<file path="config.mk">
export PLATFORM = sky130hd
export DESIGN_NAME = pc_fetch_unit_flat
export DESIGN_NICKNAME = d
export VERILOG_FILES = /design/src/rtl/pc_fetch_unit_if.sv /design/src/rtl/pc_fetch_unit.sv /design/src/flat_wrapper.sv
export SDC_FILE = /design/constraint.sdc
export NUM_CORES = 1
export LEC_CHECK = 0
export CAP_MARGIN = 25
export CORE_MARGIN = 2
export CORE_UTILIZATION = 38
export CTS_CLUSTER_DIAMETER = 80
export CTS_CLUSTER_SIZE = 28
export DETAILED_ROUTE_END_ITERATION = 8
export GPL_ROUTABILITY_DRIVEN = 1
export GPL_TIMING_DRIVEN = 0
export PLACE_DENSITY = 0.75
export RECOVER_POWER = 50
export SKIP_LAST_GASP = 1
export SLEW_MARGIN = 20
export SYNTH_ARGS = -nofsm -noshare
export SYNTH_HDL_FRONTEND = slang
export SYNTH_SLANG_ARGS = --single-unit
export TNS_END_PERCENT = 30
</file>
<file path="constraint.sdc">
create_clock -name i_clk -period 1.95 [get_ports i_clk]
set_clock_uncertainty 0.05 [all_clocks]
set_input_delay 0.585 -clock i_clk [delete_from_list [all_inputs] [get_ports i_clk]]
set_output_delay 0.585 -clock i_clk [all_outputs]
set_load 0.02 [all_outputs]
</file>
<file path="src/rtl/pc_fetch_unit_if.sv">
// Fetch-side bus: instruction-memory request/response and the buffered
// instruction handed to decode.
interface pc_fetch_unit_if #(
   parameter int ADDR_W  = 20,
   parameter int INSTR_W = 32
);
   logic               imem_req;
   logic [ADDR_W-1:0]  imem_addr;
   logic               imem_ack;
   logic [INSTR_W-1:0] imem_rdata;
   logic               inst_valid;
   logic [INSTR_W-1:0] inst_data;
   logic [ADDR_W-1:0]  inst_pc;
   logic               inst_ready;

   modport master (
      output imem_req, imem_addr, inst_valid, inst_data, inst_pc,
      input  imem_ack, imem_rdata, inst_ready
   );

   modport slave (
      input  imem_req, imem_addr, inst_valid, inst_data, inst_pc,
      output imem_ack, imem_rdata, inst_ready
   );
endinterface

</file>
<file path="src/rtl/pc_fetch_unit.sv">
// PC register and single-outstanding instruction-fetch sequencer with a
// one-entry instruction buffer toward decode.
module pc_fetch_unit #(
   parameter int                ADDR_W   = 20,
   parameter int                INSTR_W  = 32,
   parameter logic [ADDR_W-1:0] RESET_PC = '0
) (
   input  logic                 i_clk,
   input  logic                 i_rst,
   input  logic                 i_run,
   input  logic                 i_redirect_valid,
   input  logic [ADDR_W-1:0]    i_redirect_pc,
   output logic                 o_pc_wrap,
   pc_fetch_unit_if.master      bus
);

   typedef enum logic [1:0] {IDLE, REQ, HOLD} state_t;

   state_t             r_state;
   logic [ADDR_W-1:0]  r_pc;
   logic               r_req;
   logic               r_inst_valid;
   logic [INSTR_W-1:0] r_inst_data;
   logic [ADDR_W-1:0]  r_inst_pc;
   logic               r_pc_wrap;
   logic [ADDR_W:0]    w_pc_inc;

   // Top bit is the incrementer carry-out, i.e. the PC wrapping to zero.
   assign w_pc_inc = {1'b0, r_pc} + {{ADDR_W{1'b0}}, 1'b1};

   assign bus.imem_req   = r_req;
   assign bus.imem_addr  = r_pc;
   assign bus.inst_valid = r_inst_valid;
   assign bus.inst_data  = r_inst_data;
   assign bus.inst_pc    = r_inst_pc;
   assign o_pc_wrap      = r_pc_wrap;

   always_ff @(posedge i_clk) begin
      if (i_rst) begin
         r_state      <= IDLE;
         r_pc         <= RESET_PC;
         r_req        <= 1'b0;
         r_inst_valid <= 1'b0;
         r_inst_data  <= '0;
         r_inst_pc    <= '0;
         r_pc_wrap    <= 1'b0;
      end else if (i_redirect_valid) begin
         // Any in-flight response or buffered instruction is dropped.
         r_pc         <= i_redirect_pc;
         r_inst_valid <= 1'b0;
         r_pc_wrap    <= 1'b0;
         r_state      <= i_run ? REQ : IDLE;
         r_req        <= i_run;
      end else begin
         case (r_state)
            IDLE: begin
               if (i_run) begin
                  r_state <= REQ;
                  r_req   <= 1'b1;
               end
            end
            REQ: begin
               if (bus.imem_ack) begin
                  r_inst_data  <= bus.imem_rdata;
                  r_inst_pc    <= r_pc;
                  r_inst_valid <= 1'b1;
                  r_pc         <= w_pc_inc[ADDR_W-1:0];
                  if (w_pc_inc[ADDR_W]) r_pc_wrap <= 1'b1;
                  r_state      <= HOLD;
                  r_req        <= 1'b0;
               end
            end
            HOLD: begin
               if (bus.inst_ready) begin
                  r_inst_valid <= 1'b0;
                  r_state      <= i_run ? REQ : IDLE;
                  r_req        <= i_run;
               end
            end
            default: begin
               r_state <= IDLE;
               r_req   <= 1'b0;
            end
         endcase
      end
   end

endmodule

</file>
<file path="src/flat_wrapper.sv">
// flat-port wrapper written by rule: the top's interface ports become plain ports
module pc_fetch_unit_flat 
#(
   parameter int                ADDR_W   = 20,
   parameter int                INSTR_W  = 32,
   parameter logic [ADDR_W-1:0] RESET_PC = '0
)
  (i_clk, i_rst, i_run, i_redirect_valid, i_redirect_pc, o_pc_wrap, bus_imem_req, bus_imem_addr, bus_inst_valid, bus_inst_data, bus_inst_pc, bus_imem_ack, bus_imem_rdata, bus_inst_ready);
  pc_fetch_unit_if #(.ADDR_W(ADDR_W), .INSTR_W(INSTR_W)) bus_i ();
  input  logic i_clk;
  input  logic i_rst;
  input  logic i_run;
  input  logic i_redirect_valid;
  input  logic [ADDR_W-1:0] i_redirect_pc;
  output logic o_pc_wrap;
  output wire logic [$bits(bus_i.imem_req)-1:0] bus_imem_req;
  output wire logic [$bits(bus_i.imem_addr)-1:0] bus_imem_addr;
  output wire logic [$bits(bus_i.inst_valid)-1:0] bus_inst_valid;
  output wire logic [$bits(bus_i.inst_data)-1:0] bus_inst_data;
  output wire logic [$bits(bus_i.inst_pc)-1:0] bus_inst_pc;
  input wire logic [$bits(bus_i.imem_ack)-1:0] bus_imem_ack;
  input wire logic [$bits(bus_i.imem_rdata)-1:0] bus_imem_rdata;
  input wire logic [$bits(bus_i.inst_ready)-1:0] bus_inst_ready;
  assign bus_imem_req = bus_i.imem_req;
  assign bus_imem_addr = bus_i.imem_addr;
  assign bus_inst_valid = bus_i.inst_valid;
  assign bus_inst_data = bus_i.inst_data;
  assign bus_inst_pc = bus_i.inst_pc;
  assign bus_i.imem_ack = bus_imem_ack;
  assign bus_i.imem_rdata = bus_imem_rdata;
  assign bus_i.inst_ready = bus_inst_ready;
  pc_fetch_unit #(.ADDR_W(ADDR_W), .INSTR_W(INSTR_W), .RESET_PC(RESET_PC)) u_core (.i_clk(i_clk), .i_rst(i_rst), .i_run(i_run), .i_redirect_valid(i_redirect_valid), .i_redirect_pc(i_redirect_pc), .o_pc_wrap(o_pc_wrap), .bus(bus_i));
endmodule
</file>
* Word level (Yosys, flattened, before mapping)
Cells that the tools add are included.
Storage, ports and cells: register bits after elaboration 77, output and inout bits 75
Cells by class: $add $sub $neg 1, equality and inequality tests 7, mux-type cells 17, bitwise gates (word level) 1, reduce and logical (&&, ||, !) cells 10
Operator list (count):
- 20-bit 2-to-1 mux | 3
- 20-bit by 1-bit adder with 21-bit output (second input constant) | 1
- 3-bit AND reduction | 4
- 3-bit != test (second input constant) | 3
- 2-bit 2-to-1 mux | 4
- 1-bit 2-to-1 mux | 7
- 2-bit one-hot mux with 3 select lines | 1
- 2-bit nonzero test | 3
- 2-bit != test (second input constant) | 2
- 1-bit one-hot mux with 3 select lines | 1
- 2-bit by 1-bit == test with 1-bit output (second input constant) | 1
- 2-bit == test (second input constant) | 1
- 2-bit logical NOT | 1
- 1-bit one-hot mux with 2 select lines | 1
- 2-bit AND reduction | 1
- 2-bit OR reduction | 1
- 1-bit NOT | 1

* Longest topological paths before layout
word-level depth 4, gate-level depth with buffers 6, gate-level depth less buffers 5

* Worst setup path before layout
OpenSTA, ideal clock, no wires.
path kind reg2reg, start register u_core.r_pc[5] (netlist: u_core.bus.imem_addr[5]), end register u_core.r_pc[19] (netlist: u_core.bus.imem_addr[19]), data arrival time 1887 ps, path slack -99 ps, stages on the path, launching flop included 6, path buffers 1, clock period less this slack 2049 ps, cells stage by stage dfxtp_1 nand4_2 or4_1 buf_2 or2_0 a2111oi_1
On the way: word-level cells in the longest chain between the ends 4
RTL lines:
- start: declaration | RTL line pc_fetch_unit.sv:20 | logic [ADDR_W-1:0] r_pc;
- start signal: assignment | RTL line pc_fetch_unit.sv:49 | r_pc <= i_redirect_pc;
- start signal: assignment | RTL line pc_fetch_unit.sv:67 | r_pc <= w_pc_inc[ADDR_W-1:0];
- 20-bit by 1-bit adder with 21-bit output | RTL line pc_fetch_unit.sv:29 | assign w_pc_inc = {1'b0, r_pc} + {{ADDR_W{1'b0}}, 1'b1};
- 20-bit 2-to-1 mux | RTL line pc_fetch_unit.sv:63 | if (bus.imem_ack) begin
- 20-bit 2-to-1 mux | RTL line pc_fetch_unit.sv:55 | case (r_state)
- 20-bit 2-to-1 mux | RTL line pc_fetch_unit.sv:47 | end else if (i_redirect_valid) begin
No other way between the ends. The select of a mux whose other input is x is not followed. A chain may end at the register's enable or synchronous reset.

* Worst setup path in the final report
start register u_core.r_pc[5] (netlist: u_core.bus.imem_addr[5]), end output port bus_imem_addr[5]
RTL lines:
- end: declaration | RTL line flat_wrapper.sv:17 | output wire logic [$bits(bus_i.imem_addr)-1:0] bus_imem_addr;
No word-level cell between the ends.

==> qor.csv <==
stage,metric,value,unit
grt,grt total ovfl,0,
clock_network,Clock Latency Late Sink,0.34,ns
synthesis,dominant synthesized flop cell,dfxtp_1,
timing,setup_tns,-0.114,ns
cells_and_area,P&R area growth vs syn,55.1,%
setup_path,critical path launch point type,flip-flop,
timing,post-route minimum period,1.99,ns
clock_network,Max Root-Sink Buffers,2,
hold_path,worst hold path type,in2reg,
pwr,Static Leakage,1.71,nW
grt,vias in the first global route,3064,
setup_path,critical path type,reg2out,
grt,GRT Total Usage,20.0,%
die,row count,33,
pwr,Max VDD drop,0.485,mV
cells_and_area,"most common cell after layout, fill and taps aside",nand2_1,
die,Die Y,95.5,um
placed_design,Placement Cell Area,0.00463,mm2
setup_path,"Arr. time, crit path",1.35,ns
cells_and_area,final net count,605,
timing,Final Cycle Share,102,%
setup_path,Worst path top cell family by delay,buffers and inverters,
outcome,status,"finished, violations left",
grt,first-pass GRT wire length,14300,um
placed_design,IO buf count,131,
cells_and_area,most frequent cells in the layout,"nand2_1, clkdlybuf4s50_1, dfxtp_1, a21oi_1, clkbuf_1",
cells_and_area,layout cells sized above 1,12.7,%
flow_run,maxcap violations,0,
drt,vias,3343,
cells_and_area,final instance area,0.00494,mm2
synthesis,#FFs+latches synth,77,
setup_path,CP max FO,6,
setup_path,WP buf/inv,1,
setup_path,CP Data Required Time,1.31,ns
setup_path,cells along the critical path,clkdlybuf4s50_1,
placed_design,post-DP HPWL,6600,um
pwr,PD cells,708,mW/mm2
synthesis,cell area after synthesis,0.00318,mm2
drt,final antenna-violating net count,0,
clock_network,CTS sink cnt,77,
synthesis,ranking of synthesized cells by area,"dfxtp_1, nand2_1, a21oi_1, clkbuf_1, a211oi_1",
clock_network,CTS Buf Count,9,
synthesis,post-synthesis async set-or-reset flop share,0,%
setup_path,Crit. End Element,primary output,
synthesis,Post-synth EDFFs,0,
grt,initial antenna violation count,0,
timing,RSZ-0062 raised after global routing,true,
synthesis,Syn Nets,452,
drt,WL final,9390,um
cells_and_area,antenna cells,0,
timing,Final Setup Violations,7,
clock_network,CTS tree,done,
drt,vias per cell,5.10,
die,Boundary Pins,133,
synthesis,Yosys top cell by area,dfxtp_1,
drt,DRT iter0 DRCs,99,
synthesis,top-area cell type share of the netlist area,48.4,%
setup_path,Max stage delay on crit path,0.61,ns
timing,Slew Limit Fails,0,
clock_network,CTS root buffer,clkbuf_8,
grt,largest net degree at the start of global routing,14,
synthesis,sequential fraction of the synthesis area,48.4,%
die,CORE AREA,0.00818,mm2
drt,drt pass-1 iters,4,
synthesis,syn_area_per_cell,8.10,um2
timing,endpoints failing hold,0,
synthesis,Synth cell types,42,
synthesis,Mapped Cells,393,
timing,max frequency,0.503,GHz
timing,Max-slew headroom,66.5,%
clock_network,clk slew on worst S/H paths,0.08,ns
drt,WL/cell,14.3,um
timing,worst-margin pin slew,0.502,ns
placed_design,Placer Congestion,0.885,
setup_path,slowest cell on the critical path,clkdlybuf4s50_1,
die,Die Wd,95.5,um
clock_network,H-Tree Depth,3,
die,Die Area,0.00913,mm2
timing,PnR worst setup slack,-0.0374,ns
die,initial core utilization,39.0,%
drt,# DRC,0,
outcome,violations in the final reports,negative setup slack,
synthesis,Ys Warns,0,
cells_and_area,Layout fillers,740,
-- timing repair --
item / in CTS / in global routing
resized for setup: 12 / 58
hold buffers: 0 / 0
setup endpoints to repair: 91 / 131
setup buffers: 1 / 11
pin swaps: 1 / 7
-- Yosys cell counts (2+ instances only) --
cell type	n
a2111oi_0	5
a211oi_1	9
a21oi_1	61
a311oi_1	4
and3_1	2
and4_1	5
buf_6	2
clkbuf_1	22
clkbuf_8	4
dfxtp_1	77
inv_1	11
mux2i_1	2
nand2_1	116
nand3_1	6
nand3b_1	4
nand4_1	3
nor2_1	16
nor3_1	6
nor4_1	4
nor4b_1	3
o21ai_0	3
or3_1	2
xnor2_1	7
-- sequential cells by signal, indices dropped and copies added, names as in the netlist --
register               count
u_core.bus.inst_pc        20
u_core.bus.inst_data      32
u_core.o_pc_wrap           1
u_core.bus.inst_valid      1
u_core.bus.imem_addr      20
u_core.r_state             2
u_core.bus.imem_req        1
-- worst register-to-register path, stage by stage, from the launching register on --
cell       delay, ns
dfxtp_4         0.37
nand3b_1        0.23
buf_4           0.18
buf_4           0.12
buf_4           0.13
nor4_4          0.12
buf_4           0.19
a311oi_1        0.09
a2111oi_0       0.37
-- cell families after synthesis --
family | after synthesis | synth area share [%]
simple gates | 175 | 25.0
compound gates | 90 | 16.9
flops | 77 | 48.4
buf+inv | 40 | 6.48
xor+xnor | 8 | 2.20
mux | 2 | 0.629
fa+ha+maj | 1 | 0.393
-- worst paths after layout --
kind	from	end	slack, ns	cells past startpoint
worst min register to register	u_core.bus.inst_pc[9]	u_core.bus.inst_pc[9]	0.40	2
worst min-delay path	i_rst	u_core.bus.imem_addr[17]	0.39	2
worst max register to register	u_core.r_state[1]	u_core.bus.imem_addr[12]	-0.03	8
worst max-delay path	u_core.bus.imem_addr[5]	bus_imem_addr[5]	-0.04	1
-- stage by stage --
stage / worst slack [ns] / hold slack [ns] / instances / power (mW) / utilization (%)
5_1_grt: -0.123 / 0.391 / 656 / 3.63 / 60.4
3_3_place_gp: -0.955 / 0.391 / 629 / 2.22 / 56.7
6_report: -0.0374 / 0.388 / 656 / 3.50 / 60.4
3_5_place_dp: -0.992 / 0.396 / 629 / 2.23 / 56.7
2_1_floorplan: -0.0343 / 0.456 / 393 / 1.95 / -
4_1_cts: -0.180 / 0.375 / 646 / 3.54 / 59.7
-- cell type report --
type / count / area, um2 / area share [%]
Multi-Input combinational cell: 276 / 1510 / 30.5
Clock buffer: 10 / 128 / 2.58
Tap cell: 105 / 131 / 2.66
Clock inverter: 6 / 87.6 / 1.77
Timing Repair Buffer: 143 / 1300 / 26.3
Sequential cell: 77 / 1570 / 31.8
Inverter: 11 / 41.3 / 0.836
Buffer: 28 / 173 / 3.50
-- report_power, final --
| part | internal, mW | switching [mW] |
|---|---|---|
| logic | 0.247 | 0.250 |
| clock network | 0.719 | 0.588 |
| registers | 1.63 | 0.0644 |
| total | 2.60 | 0.902 |
-- metal layers --
layer	share of wire, %	vias to the layer above	wire length (um)	track usage [%]
li1	-	1657	-	-
met1	43	1538	4010	24.9
met2	47	130	4420	32.7
met3	8.1	18	764	4.98
met4	2.1	0	196	8.81
met5	0	-	0	0
No activity file was read; power rests on OpenSTA's default activity.
